===== config.mk =====
export PLATFORM = sky130hd
export DESIGN_NAME = uart_rx_module_flat
export DESIGN_NICKNAME = d
export VERILOG_FILES = /design/src/rtl/uart_rx_module_if.sv /design/src/rtl/uart_rx_module.sv /design/src/flat_wrapper.sv
export SDC_FILE = /design/constraint.sdc
export NUM_CORES = 1
export LEC_CHECK = 0
export CAP_MARGIN = 30
export CORE_MARGIN = 10
export CORE_UTILIZATION = 35
export CTS_CLUSTER_DIAMETER = 200
export DETAILED_ROUTE_END_ITERATION = 10
export PLACE_DENSITY_LB_ADDON = 0.12
export SYNTH_ARGS = -nofsm -noshare
export SYNTH_HDL_FRONTEND = slang
export SYNTH_SLANG_ARGS = --single-unit

===== constraint.sdc =====
create_clock -name CLK -period 2.5 [get_ports CLK]
set_input_delay 0.25 -clock CLK [delete_from_list [all_inputs] [get_ports CLK]]
set_output_delay 0.25 -clock CLK [all_outputs]
set_load 0.01 [all_outputs]

===== src/rtl/uart_rx_module_if.sv =====
// Serial receive bundle: the line/enable toward the receiver and the byte/strobes back to the consumer.
interface uart_rx_module_if;
  logic       RX_Pin_In;
  logic       RX_En_Sig;
  logic [7:0] RX_Data;
  logic       RX_Done_Sig;
  logic       RX_Err_Sig;

  modport master (
    output RX_Pin_In,
    output RX_En_Sig,
    input  RX_Data,
    input  RX_Done_Sig,
    input  RX_Err_Sig
  );

  modport slave (
    input  RX_Pin_In,
    input  RX_En_Sig,
    output RX_Data,
    output RX_Done_Sig,
    output RX_Err_Sig
  );
endinterface


===== src/rtl/uart_rx_module.sv =====
// 8N1 UART receiver: 3-flop synchronizer, mid-bit sampling, start-glitch rejection,
// registered byte output with one-cycle done / framing-error strobes.
module uart_rx_module #(
  parameter int CLK_FREQ = 50_000_000,
  parameter int BAUD     = 9600
) (
  input  logic             CLK,
  input  logic             RST,
  uart_rx_module_if.slave  rx
);

  localparam int BPS  = CLK_FREQ / BAUD;
  localparam int HALF = BPS / 2;
  localparam int CW   = $clog2(BPS);

  localparam logic [CW-1:0] BPS_M1  = CW'(BPS - 1);
  localparam logic [CW-1:0] HALF_M1 = CW'(HALF - 1);

  typedef enum logic [1:0] {
    IDLE  = 2'd0,
    START = 2'd1,
    DATA  = 2'd2,
    STOP  = 2'd3
  } state_e;

  state_e        state_q, state_d;
  logic [CW-1:0] cnt_q, cnt_d;
  logic [2:0]    bit_idx_q, bit_idx_d;
  logic [7:0]    shift_q, shift_d;
  logic [7:0]    data_q, data_d;
  logic          done_q, done_d;
  logic          err_q, err_d;
  logic          s1_q, s1_d;
  logic          s2_q, s2_d;
  logic          s3_q, s3_d;
  logic          fall_s;

  assign fall_s = s3_q & ~s2_q;

  // Next-state and datapath: counter, bit index, shift register and strobes.
  always_comb begin
    s1_d      = rx.RX_Pin_In;
    s2_d      = s1_q;
    s3_d      = s2_q;
    state_d   = state_q;
    cnt_d     = cnt_q;
    bit_idx_d = bit_idx_q;
    shift_d   = shift_q;
    data_d    = data_q;
    done_d    = 1'b0;
    err_d     = 1'b0;

    case (state_q)
      IDLE: begin
        cnt_d = {CW{1'b0}};
        if (rx.RX_En_Sig && fall_s) begin
          state_d = START;
        end else begin
          state_d = IDLE;
        end
      end

      START: begin
        // Mid start bit: a line already back high means the edge was a glitch.
        if (cnt_q == HALF_M1) begin
          cnt_d     = {CW{1'b0}};
          bit_idx_d = 3'd0;
          if (!s2_q) begin
            state_d = DATA;
          end else begin
            state_d = IDLE;
          end
        end else begin
          cnt_d = cnt_q + CW'(1);
        end
      end

      DATA: begin
        if (cnt_q == BPS_M1) begin
          shift_d[bit_idx_q] = s2_q;
          cnt_d              = {CW{1'b0}};
          bit_idx_d          = bit_idx_q + 3'd1;
          if (bit_idx_q == 3'd7) begin
            state_d = STOP;
          end else begin
            state_d = DATA;
          end
        end else begin
          cnt_d = cnt_q + CW'(1);
        end
      end

      STOP: begin
        if (cnt_q == BPS_M1) begin
          cnt_d   = {CW{1'b0}};
          state_d = IDLE;
          if (s2_q) begin
            data_d = shift_q;
            done_d = 1'b1;
          end else begin
            err_d = 1'b1;
          end
        end else begin
          cnt_d = cnt_q + CW'(1);
        end
      end

      default: begin
        state_d = IDLE;
        cnt_d   = {CW{1'b0}};
      end
    endcase
  end

  // State and output registers with synchronous active-high reset.
  always_ff @(posedge CLK) begin
    if (RST) begin
      state_q   <= IDLE;
      cnt_q     <= {CW{1'b0}};
      bit_idx_q <= 3'd0;
      shift_q   <= 8'h00;
      data_q    <= 8'h00;
      done_q    <= 1'b0;
      err_q     <= 1'b0;
      s1_q      <= 1'b1;
      s2_q      <= 1'b1;
      s3_q      <= 1'b1;
    end else begin
      state_q   <= state_d;
      cnt_q     <= cnt_d;
      bit_idx_q <= bit_idx_d;
      shift_q   <= shift_d;
      data_q    <= data_d;
      done_q    <= done_d;
      err_q     <= err_d;
      s1_q      <= s1_d;
      s2_q      <= s2_d;
      s3_q      <= s3_d;
    end
  end

  assign rx.RX_Data     = data_q;
  assign rx.RX_Done_Sig = done_q;
  assign rx.RX_Err_Sig  = err_q;

endmodule


===== src/flat_wrapper.sv =====
// flat-port wrapper written by rule: the top's interface ports become plain ports
module uart_rx_module_flat 
#(
  parameter int CLK_FREQ = 50_000_000,
  parameter int BAUD     = 9600
)
  (CLK, RST, rx_RX_Pin_In, rx_RX_En_Sig, rx_RX_Data, rx_RX_Done_Sig, rx_RX_Err_Sig);
  uart_rx_module_if rx_i ();
  input  logic CLK;
  input  logic RST;
  input wire logic [$bits(rx_i.RX_Pin_In)-1:0] rx_RX_Pin_In;
  input wire logic [$bits(rx_i.RX_En_Sig)-1:0] rx_RX_En_Sig;
  output wire logic [$bits(rx_i.RX_Data)-1:0] rx_RX_Data;
  output wire logic [$bits(rx_i.RX_Done_Sig)-1:0] rx_RX_Done_Sig;
  output wire logic [$bits(rx_i.RX_Err_Sig)-1:0] rx_RX_Err_Sig;
  assign rx_i.RX_Pin_In = rx_RX_Pin_In;
  assign rx_i.RX_En_Sig = rx_RX_En_Sig;
  assign rx_RX_Data = rx_i.RX_Data;
  assign rx_RX_Done_Sig = rx_i.RX_Done_Sig;
  assign rx_RX_Err_Sig = rx_i.RX_Err_Sig;
  uart_rx_module #(.CLK_FREQ(CLK_FREQ), .BAUD(BAUD)) u_core (.CLK(CLK), .RST(RST), .rx(rx_i));
endmodule

==> metrics.csv, run 1 <==
metric;value;unit
outcome;completed;
yosys_warnings;0;
worstMarginPinSlew;0.6764;ns
cp_max_fo;8;
path_clk_slew;0.07;ns
vias;1357;
ioPinCount;14;
power_leakage;0.0007322;uW
cts_hold_buf;0;
placementRows;25;
syn_area_per_cell;9.595;um2
slew_headroom;54.70;%
drt_iter0_markers;82;
grt_overflow;0;
final_cell_area;2062;um2
rsz0062_at_grt;no;
clock_sinks;39;
drc_errors;0;
place_area;1959;um2
cp.required;2.65;ns
wl_per_cell;13.75;um
hold_class;reg2reg;
clock_skew;0.009566;ns
post_cts_buffers;0;
layout_common_cells;dfxtp_1, nor2_1, nand2_1, mux2i_1, clkdlybuf4s50_1;
ant_nets;0;
finalMaxSlewViolations;0;
die_h;90.44;um
cpMaxStageDelayCell;or4b_4;
peakVddDrop;203.9;uV
grt_usage;9.472;%
syn_to_final_growth;18.73;%
end_kind;register;
floorplan.initialDensity;36.53;%
fmax;482.4;MHz
io_buffers;13;
fillers;480;
core;4755;um2
hold_slack;0.4192;ns
setup.worst_path.class;reg2reg;
place_congestion;0.7725;
hold_viol_final;0;
cts_root_buf;clkbuf_8;
setup_ws;0.4272;ns
pre_cts_slack;0.4497;ns
dieArea;8179;um2
ctsResizeCount;0;
first_pass_iters;4;
cpPeakStageDelay;0.61;ns
cts_buffer_depth;2;
netlist_area;1737;um2
synth.distinct_cells;37;
multi_input_area;900.9;um2
syn_nets;192;
htree_levels;2;
fin_crit;2.073;ns
final.setup.tns;0;ns
antenna_found_initial;0;
final_nets;211;
path_cells;or4b_4 -> or3_1 -> a211oi_2 -> o32ai_1;
synth_edf_count;0;
fp.dieW;90.44;um
final-setup-viol-count;0;
clock_latency;0.28;ns
cp.arrival;2.22;ns
syn_inst;181;
grt_pass1_wl;6561;um
yosysSeqAreaShare;44.96;%
grt_pass1_vias;1410;
ys_ff_latch;39;
p_total;1146;uW
pwr_density_cell;555.9;nW/um2
cts_buffers;5;
drt_wl_total;3671;um
seqCellArea;780.7;um2
startpoint_type;register;
final_common_cell;dfxtp_1;
dp_hpwl;2727;um
viasPerCell;5.082;
synth_ff_type;dfxtp_1;
antenna_cells;0;
fin_crit_sh;82.91;%
final_layout_size_suffix_gt1_share;8.500;%
synthArstFlopShare;0;%
grt_max_degree;16;
maxCapViolCount;0;
tritoncts;yes;
==> per-stage QoR <==
| step | std cells | utilization [%] |
|---|---|---|
| 2_1_floorplan | 181 | - |
| 3_3_place_gp | 260 | 41.21 |
| 3_5_place_dp | 260 | 41.21 |
| 4_1_cts | 267 | 43.37 |
| 5_1_grt | 267 | 43.37 |
| 6_report | 267 | 43.37 |
==> area by class of cell <==
class                           count  share of cell area [%]
Timing Repair Buffer               17                   7.767
Sequential cell                    39                   37.86
Clock inverter                      1                   1.456
Inverter                            9                   1.638
Clock buffer                        6                   3.519
Multi-Input combinational cell    128                   43.69
Tap cell                           67                   4.066
==> state kept, by name (all words and copies together) (netlist names), named ones only <==
register	cells
u_core.shift_q	8
u_core.bit_idx_q	3
u_core.rx.RX_Err_Sig	1
u_core.s2_q	1
u_core.s3_q	1
u_core.rx.RX_Done_Sig	1
u_core.s1_q	1
u_core.rx.RX_Data	8
u_core.state_q	1
u_core.cnt_q	13
==> synthesized netlist by cell type, types with 2 or more instances <==
master    number  share of area [%]
dfxtp_1       39                 45
nor2_1        25                5.4
o32ai_1        3                1.5
inv_1          9                1.9
nand4_1        5                1.8
o311ai_1       2                1.0
nand2_1       14                3.0
nor4bb_1       2                1.2
ha_1           7                5.0
o41ai_1        2                1.0
mux2i_1       14                8.1
clkbuf_1       3               0.65
o311a_1        2                1.2
xnor2_1        5                2.5
nor3_1         4                1.2
nand3_1       10                2.9
buf_2          2               0.58
or2_2          2               0.72
and3_1         5                1.8
xor2_1         6                3.0
nand4b_1       3                1.5
o21ai_0        2               0.58
==> routing by layer <==
metal  track usage [%]  wire [um]  up-vias
li1                  -          -      684
met1             10.41       1651      659
met2             16.46       1895       10
met3             3.408         87        4
met4             3.183         37        0
met5                 0          0        -
==> cells by family after synthesis <==
group           share of synthesized area (%)
xor+xnor                                5.547
simple gates                            25.51
mux                                     8.069
compound gates                          7.710
flops                                   44.96
fa+ha+maj                               5.043
buf+inv                                 3.170
==> where the power goes <==
part / switching [uW] / total [uW] / leakage [uW] / internal, uW
Sequential: 1.53 / 625 / 0.000315 / 623
Clock: 203 / 495 / 0.0000513 / 292
Combinational: 16.4 / 26.3 / 0.000366 / 9.95
==> worst paths after layout <==
check | startpoint | to | slack, ns | cells after the start
setup / recovery | u_core.cnt_q[3]$_SDFF_PP0_ | u_core.bit_idx_q[0]$_SDFFE_PP0P_ | 0.43 | 4
hold / removal | u_core.s1_q$_SDFF_PP1_ | u_core.s2_q$_SDFF_PP1_ | 0.42 | 1
setup reg to reg | u_core.cnt_q[3]$_SDFF_PP0_ | u_core.bit_idx_q[0]$_SDFFE_PP0P_ | 0.43 | 4
hold reg to reg | u_core.s1_q$_SDFF_PP1_ | u_core.s2_q$_SDFF_PP1_ | 0.42 | 1
==> worst max-delay path: cells and delay by family, from the launching register on <==
kind	cells	cell delay, ns
flops	1	0.38
compound gates	2	0.45
simple gates	2	1.12
Power figures use the tool's default switching activity.
==> run 2: changes to the inputs <==
Clock period 2.5 ns to 1.7 ns, I/O delays scaled along.
==> metrics.csv, run 2 (same netlist as run 1, synthesis figures left out) <==
metric;value;unit;change
tritoncts;yes;;
viasPerCell;4.891;;-3.8%
hold_class;reg2reg;;
clock_sinks;39;;unchanged
pwr_density_cell;659.2;nW/um2;+19%
final_nets;236;;+12%
first_pass_iters;4;;unchanged
vias;1433;;+5.6%
final_common_cell;dfxtp_1;;
drt_iter0_markers;35;;-57%
grt_overflow;0;;unchanged
ant_nets;0;;unchanged
floorplan.initialDensity;36.53;%;unchanged
grt_usage;9.964;%;+0.49 points
placed_cells;282;;+8.5%
dieArea;8179;um2;unchanged
wl_per_cell;13.55;um;-1.5%
final_layout_size_suffix_gt1_share;26.55;%;+18 points
path_clk_slew;0.07;ns;about the same
fmax;554.5;MHz;+15%
startpoint_type;register;;
core;4755;um2;unchanged
grt_pass1_vias;1501;;+6.5%
syn_to_final_growth;37.25;%;
power_leakage;0.0009124;uW;+25%
violations;setup timing;;
stdcell_count;293;;+9.7%
setup.worst_path.class;reg2reg;;
hold_viol_final;0;;unchanged
maxCapViolCount;0;;unchanged
antenna_found_initial;0;;unchanged
drc_errors;0;;unchanged
cts_buffers;5;;unchanged
clock_latency;0.29;ns;about the same
final_cell_area;2384;um2;+16%
fin_crit;1.803;ns;-0.2695 ns
cp.arrival;1.99;ns;-0.23 ns
slew_headroom;74.83;%;+20 points
setup_ws;-0.1033;ns;-0.5305 ns
cts_hold_buf;0;;unchanged
cts_buffer_depth;2;;unchanged
cts_root_buf;clkbuf_8;;
outcome;finished with violations;;
grt_max_degree;14;;-2
final-setup-viol-count;32;;+32
place_area;2150;um2;+9.7%
layout_common_cells;dfxtp_1, nor2_1, buf_4, nand2_1;;
placementRows;25;;unchanged
cp_max_fo;4;;-4
die_h;90.44;um;unchanged
fin_crit_sh;106.1;%;+23 points
largest_reg_flops;13;;unchanged
place_congestion;0.8049;;+4.2%
ioPinCount;14;;unchanged
io_buffers;13;;unchanged
top_register;u_core.cnt_q;;
cp.required;1.89;ns;-0.76 ns
finalMaxSlewViolations;0;;unchanged
worstMarginPinSlew;0.3770;ns;-0.2994 ns
fp.dieW;90.44;um;unchanged
htree_levels;2;;unchanged
end_kind;register;;
dp_hpwl;2918;um;+7.0%
pre_cts_slack;-0.2059;ns;-0.6556 ns
final.setup.tns;-1.338;ns;-1.338 ns
grt_pass1_wl;6768;um;+3.2%
peakVddDrop;314.2;uV;+54%
rsz0062_at_grt;yes;;
clock_skew;0.005829;ns;-0.003737 ns
antenna_cells;0;;unchanged
drt_wl_total;3969;um;+8.1%
[run 2: metal layers]
metal	part of all wire, %	track usage [%]	vias up
met3	3.7	2.909	10
met2	49	17.13	22
li1	-	-	732
met4	2.1	5.305	0
met1	45	10.79	669
met5	0	0	-
[run 2: path summary, 6_finish.rpt]
path | startpoint | endpoint | slack [ns] | cells after the start
worst min-delay path | u_core.s1_q$_SDFF_PP1_ | u_core.s2_q$_SDFF_PP1_ | 0.41 | 1
worst max register to register | u_core.cnt_q[11]$_SDFF_PP0_ | register | -0.10 | 4
worst max-delay path | u_core.cnt_q[11]$_SDFF_PP0_ | register | -0.10 | 4
worst min register to register | u_core.s1_q$_SDFF_PP1_ | u_core.s2_q$_SDFF_PP1_ | 0.41 | 1
[run 2: timing repair]
item	in CTS	in global routing
gates resized for setup	13	10
setup buffers	2	1
endpoints found under the setup margin	34	34
pin swaps	3	1
endpoints found under the hold margin	0	0
[run 2: area by class of cell]
type,count,area [um2]
repair buffers,42,375.4
multi-input cells,128,1022
clock buffers,5,68.82
fillers,449,2371
flip-flops and latches,39,784.5
clock inverters,3,15.01
well taps,67,83.83
inverters,9,33.78
[run 2: power by group]
group          leakage (uW)  switching (uW)  internal [uW]  total (uW)
clock network     0.0000477             326            281         607
registers          0.000316            1.89            916         918
logic              0.000549            27.2           19.1        46.2
total              0.000912             355           1220        1570
[run 2: worst max-delay path, stage by stage (launching register included)]
cell	delay (ns)
dfxtp_2	0.32
or4b_4	0.55
o32a_1	0.35
o311a_1	0.30
a31o_1	0.18
[run 2: per-stage QoR]
stage | util (%) | hold WS, ns | power, uW
floorplan | - | 0.2698 | 962.3
global placement | 45.21 | 0.3927 | 981.9
detailed placement | 45.21 | 0.3968 | 983.3
CTS | 48.74 | 0.4142 | 1593
global route | 50.13 | 0.4207 | 1642
finish | 50.13 | 0.4107 | 1571
==> run 3: changes to the inputs <==
--- a/config.mk
+++ b/config.mk
@@ -13,2 +13,3 @@
 export PLACE_DENSITY_LB_ADDON = 0.12
+export SKIP_CTS_REPAIR_TIMING = 1
 export SYNTH_ARGS = -nofsm -noshare
==> constraint.sdc (replaced) <==
create_clock -name CLK -period 1.7 [get_ports CLK]
set_input_delay 0.34 -clock CLK [delete_from_list [all_inputs] [get_ports CLK]]
set_output_delay 0.34 -clock CLK [all_outputs]
set_load 0.01 [all_outputs]
==> metrics.csv, run 3 (same netlist as run 1, synthesis figures left out) <==
metric;value;unit;change
wl_per_cell;14.00;um;+3.4%
placed_cells;283;;+0.35%
clockPowerShare;41.2;%;+2.6 points
drc_errors;0;;unchanged
r2r_slack;-0.18;ns;-0.08 ns
outcome;finished with violations;;
drt_iter0_markers;23;;-34%
fin_crit;1.885;ns;+0.08127 ns
ant_nets;0;;unchanged
core;4755;um2;unchanged
largest_reg_flops;13;;unchanged
place_area;2157;um2;+0.35%
antenna_found_initial;0;;unchanged
setup_ws;-0.1846;ns;-0.08127 ns
p_comb_share;3.1;%;+0.2 points
final_layout_size_suffix_gt1_share;25.99;%;-0.56 points
cp.required;1.88;ns;about the same
grt_overflow;0;;unchanged
vias;1440;;+0.49%
place_congestion;0.8443;;+4.9%
cts_root_buf;clkbuf_8;;
pwr_density_cell;689.3;nW/um2;+4.6%
tritoncts;yes;;
ioPinCount;14;;unchanged
p_sw;341.1;uW;-4.0%
dp_hpwl;2954;um;+1.2%
layout_common_cells;dfxtp_1, buf_4, nor2_1, nand2_1;;
fillers;454;;+1.1%
htree_levels;2;;unchanged
path_clk_slew;0.07;ns;about the same
r2r_start;u_core.cnt_q[11]$_SDFF_PP0_;;
clock_skew;0.006135;ns;+0.0003063 ns
final.setup.tns;-2.542;ns;-1.204 ns
grt_pass1_vias;1482;;-1.3%
p_seq_share;55.7;%;-2.7 points
path_buf_inv;0;;unchanged
syn_to_final_growth;37.75;%;
viasPerCell;4.898;;+0.15%
floorplan.initialDensity;36.53;%;unchanged
hold_slack;0.4099;ns;-0.0008200 ns
end_kind;register;;
cts_buffers;5;;unchanged
violations;setup timing;;
placementRows;25;;unchanged
io_buffers;13;;unchanged
cpPeakStageDelay;0.54;ns;about the same
finalMaxSlewViolations;0;;unchanged
maxCapViolCount;0;;unchanged
power_leakage;0.0009086;uW;-0.42%
cpMaxStageDelayCell;or4b_4;;
cpLargestDelayFamily;compound AO/OA/AOI/OAI gates;;
path_cells;or4b_4 -> o32a_1 -> o311a_1 -> a31o_1;;
peakVddDrop;272.6;uV;-13%
reg2regPathDepth;4;;unchanged
grt_usage;9.991;%;+0.027 points
final-setup-viol-count;33;;+3.1%
hold_class;reg2reg;;
stdcell_count;294;;+0.34%
fin_crit_sh;110.9;%;+4.8 points
cp.arrival;2.07;ns;+0.08 ns
final_common_cell;dfxtp_1;;
swShare;20.68;%;-1.9 points
rsz0062_at_grt;yes;;
final_nets;237;;+0.42%
grt_pass1_wl;6762;um;about the same
top_register;u_core.cnt_q;;
clock_sinks;39;;unchanged
final_cell_area;2392;um2;+0.37%
dieArea;8179;um2;unchanged
first_pass_iters;4;;unchanged
worst-path-stages;4;;unchanged
crit_start;u_core.cnt_q[11]$_SDFF_PP0_;;
antenna_cells;0;;unchanged
clock_latency;0.29;ns;about the same
drt_wl_total;4116;um;+3.7%
cts_buffer_depth;2;;unchanged
hold_viol_final;0;;unchanged
fmax;530.6;MHz;-4.3%
p_int;1308;uW;+7.6%
startpoint_type;register;;
worstMarginPinSlew;0.3390;ns;-0.03798 ns
cp_max_fo;3;;-1
setup.worst_path.class;reg2reg;;
fp.dieW;90.44;um;unchanged
slew_headroom;77.33;%;+2.5 points
die_h;90.44;um;unchanged
grt_max_degree;14;;unchanged
worstHoldStart;u_core.s1_q$_SDFF_PP1_;;
## run 3: cell types whose count changed in the layout (fill, tap and decap cells not counted), sizes merged
| cell | previous run | this run |
|---|---|---|
| buf | 29 | 30 |
| clkbuf | 5 | 8 |
| clkinv | 3 | 0 |
## run 3: worst register-to-register path, cell delays in order (launching register included)
cell and delay [ns]:
dfxtp_2 0.33, or4b_4 0.54, o32a_1 0.41, o311a_1 0.33, a31o_1 0.19
## run 3: layout make-up
type                       count  area (um2)  share of cell area [%]
sequential                    39       785.8                   32.85
multi-input combinational    128        1005                   42.00
clock buffer                   8       100.1                   4.184
tap                           67       83.83                   3.504
inverter                       9       33.78                   1.412
timing repair buffer          43       384.1                   16.06
## run 3: how the worst min path moves through the flow
stage / to / slack, ns / cells past startpoint
after detailed placement: u_core.s2_q$_SDFF_PP1_ / 0.40 / 1
after CTS: u_core.s2_q$_SDFF_PP1_ / 0.41 / 1
final: u_core.s2_q$_SDFF_PP1_ / 0.41 / 1
after global routing: u_core.s2_q$_SDFF_PP1_ / 0.42 / 1
after global placement: u_core.s2_q$_SDFF_PP1_ / 0.39 / 1
after floorplan: u_core.s2_q$_SDFF_PP1_ / 0.39 / 1
## run 3: power groups by stage
| stage | sequential [uW] | clock [uW] | combinational (uW) |
|---|---|---|---|
| after CTS | 918 | 706 | 48.1 |
| after global routing | 919 | 758 | 55.4 |
| final | 919 | 680 | 50.4 |
| after global placement | 940 | 0 | 45.8 |
| after floorplan | 939 | 0 | 23.0 |
| after detailed placement | 940 | 0 | 47.3 |
## run 3: through the flow
step                util [%]  power (uW)  worst slack, ns
finish                 50.32        1649          -0.1846
global route           50.32        1732          -0.2173
CTS                    47.47        1672          -0.2060
detailed placement     45.37       987.3          -0.1875
global placement       45.37       985.6          -0.1529
floorplan                  -       962.3          -0.1104
## run 3: layer usage
layer | global-route usage [%] | vias to the layer above | part of all wire, %
li1 | - | 732 | -
met1 | 10.29 | 685 | 41
met2 | 17.92 | 16 | 54
met3 | 3.242 | 7 | 2.9
met4 | 4.642 | 0 | 1.8
met5 | 0 | - | 0
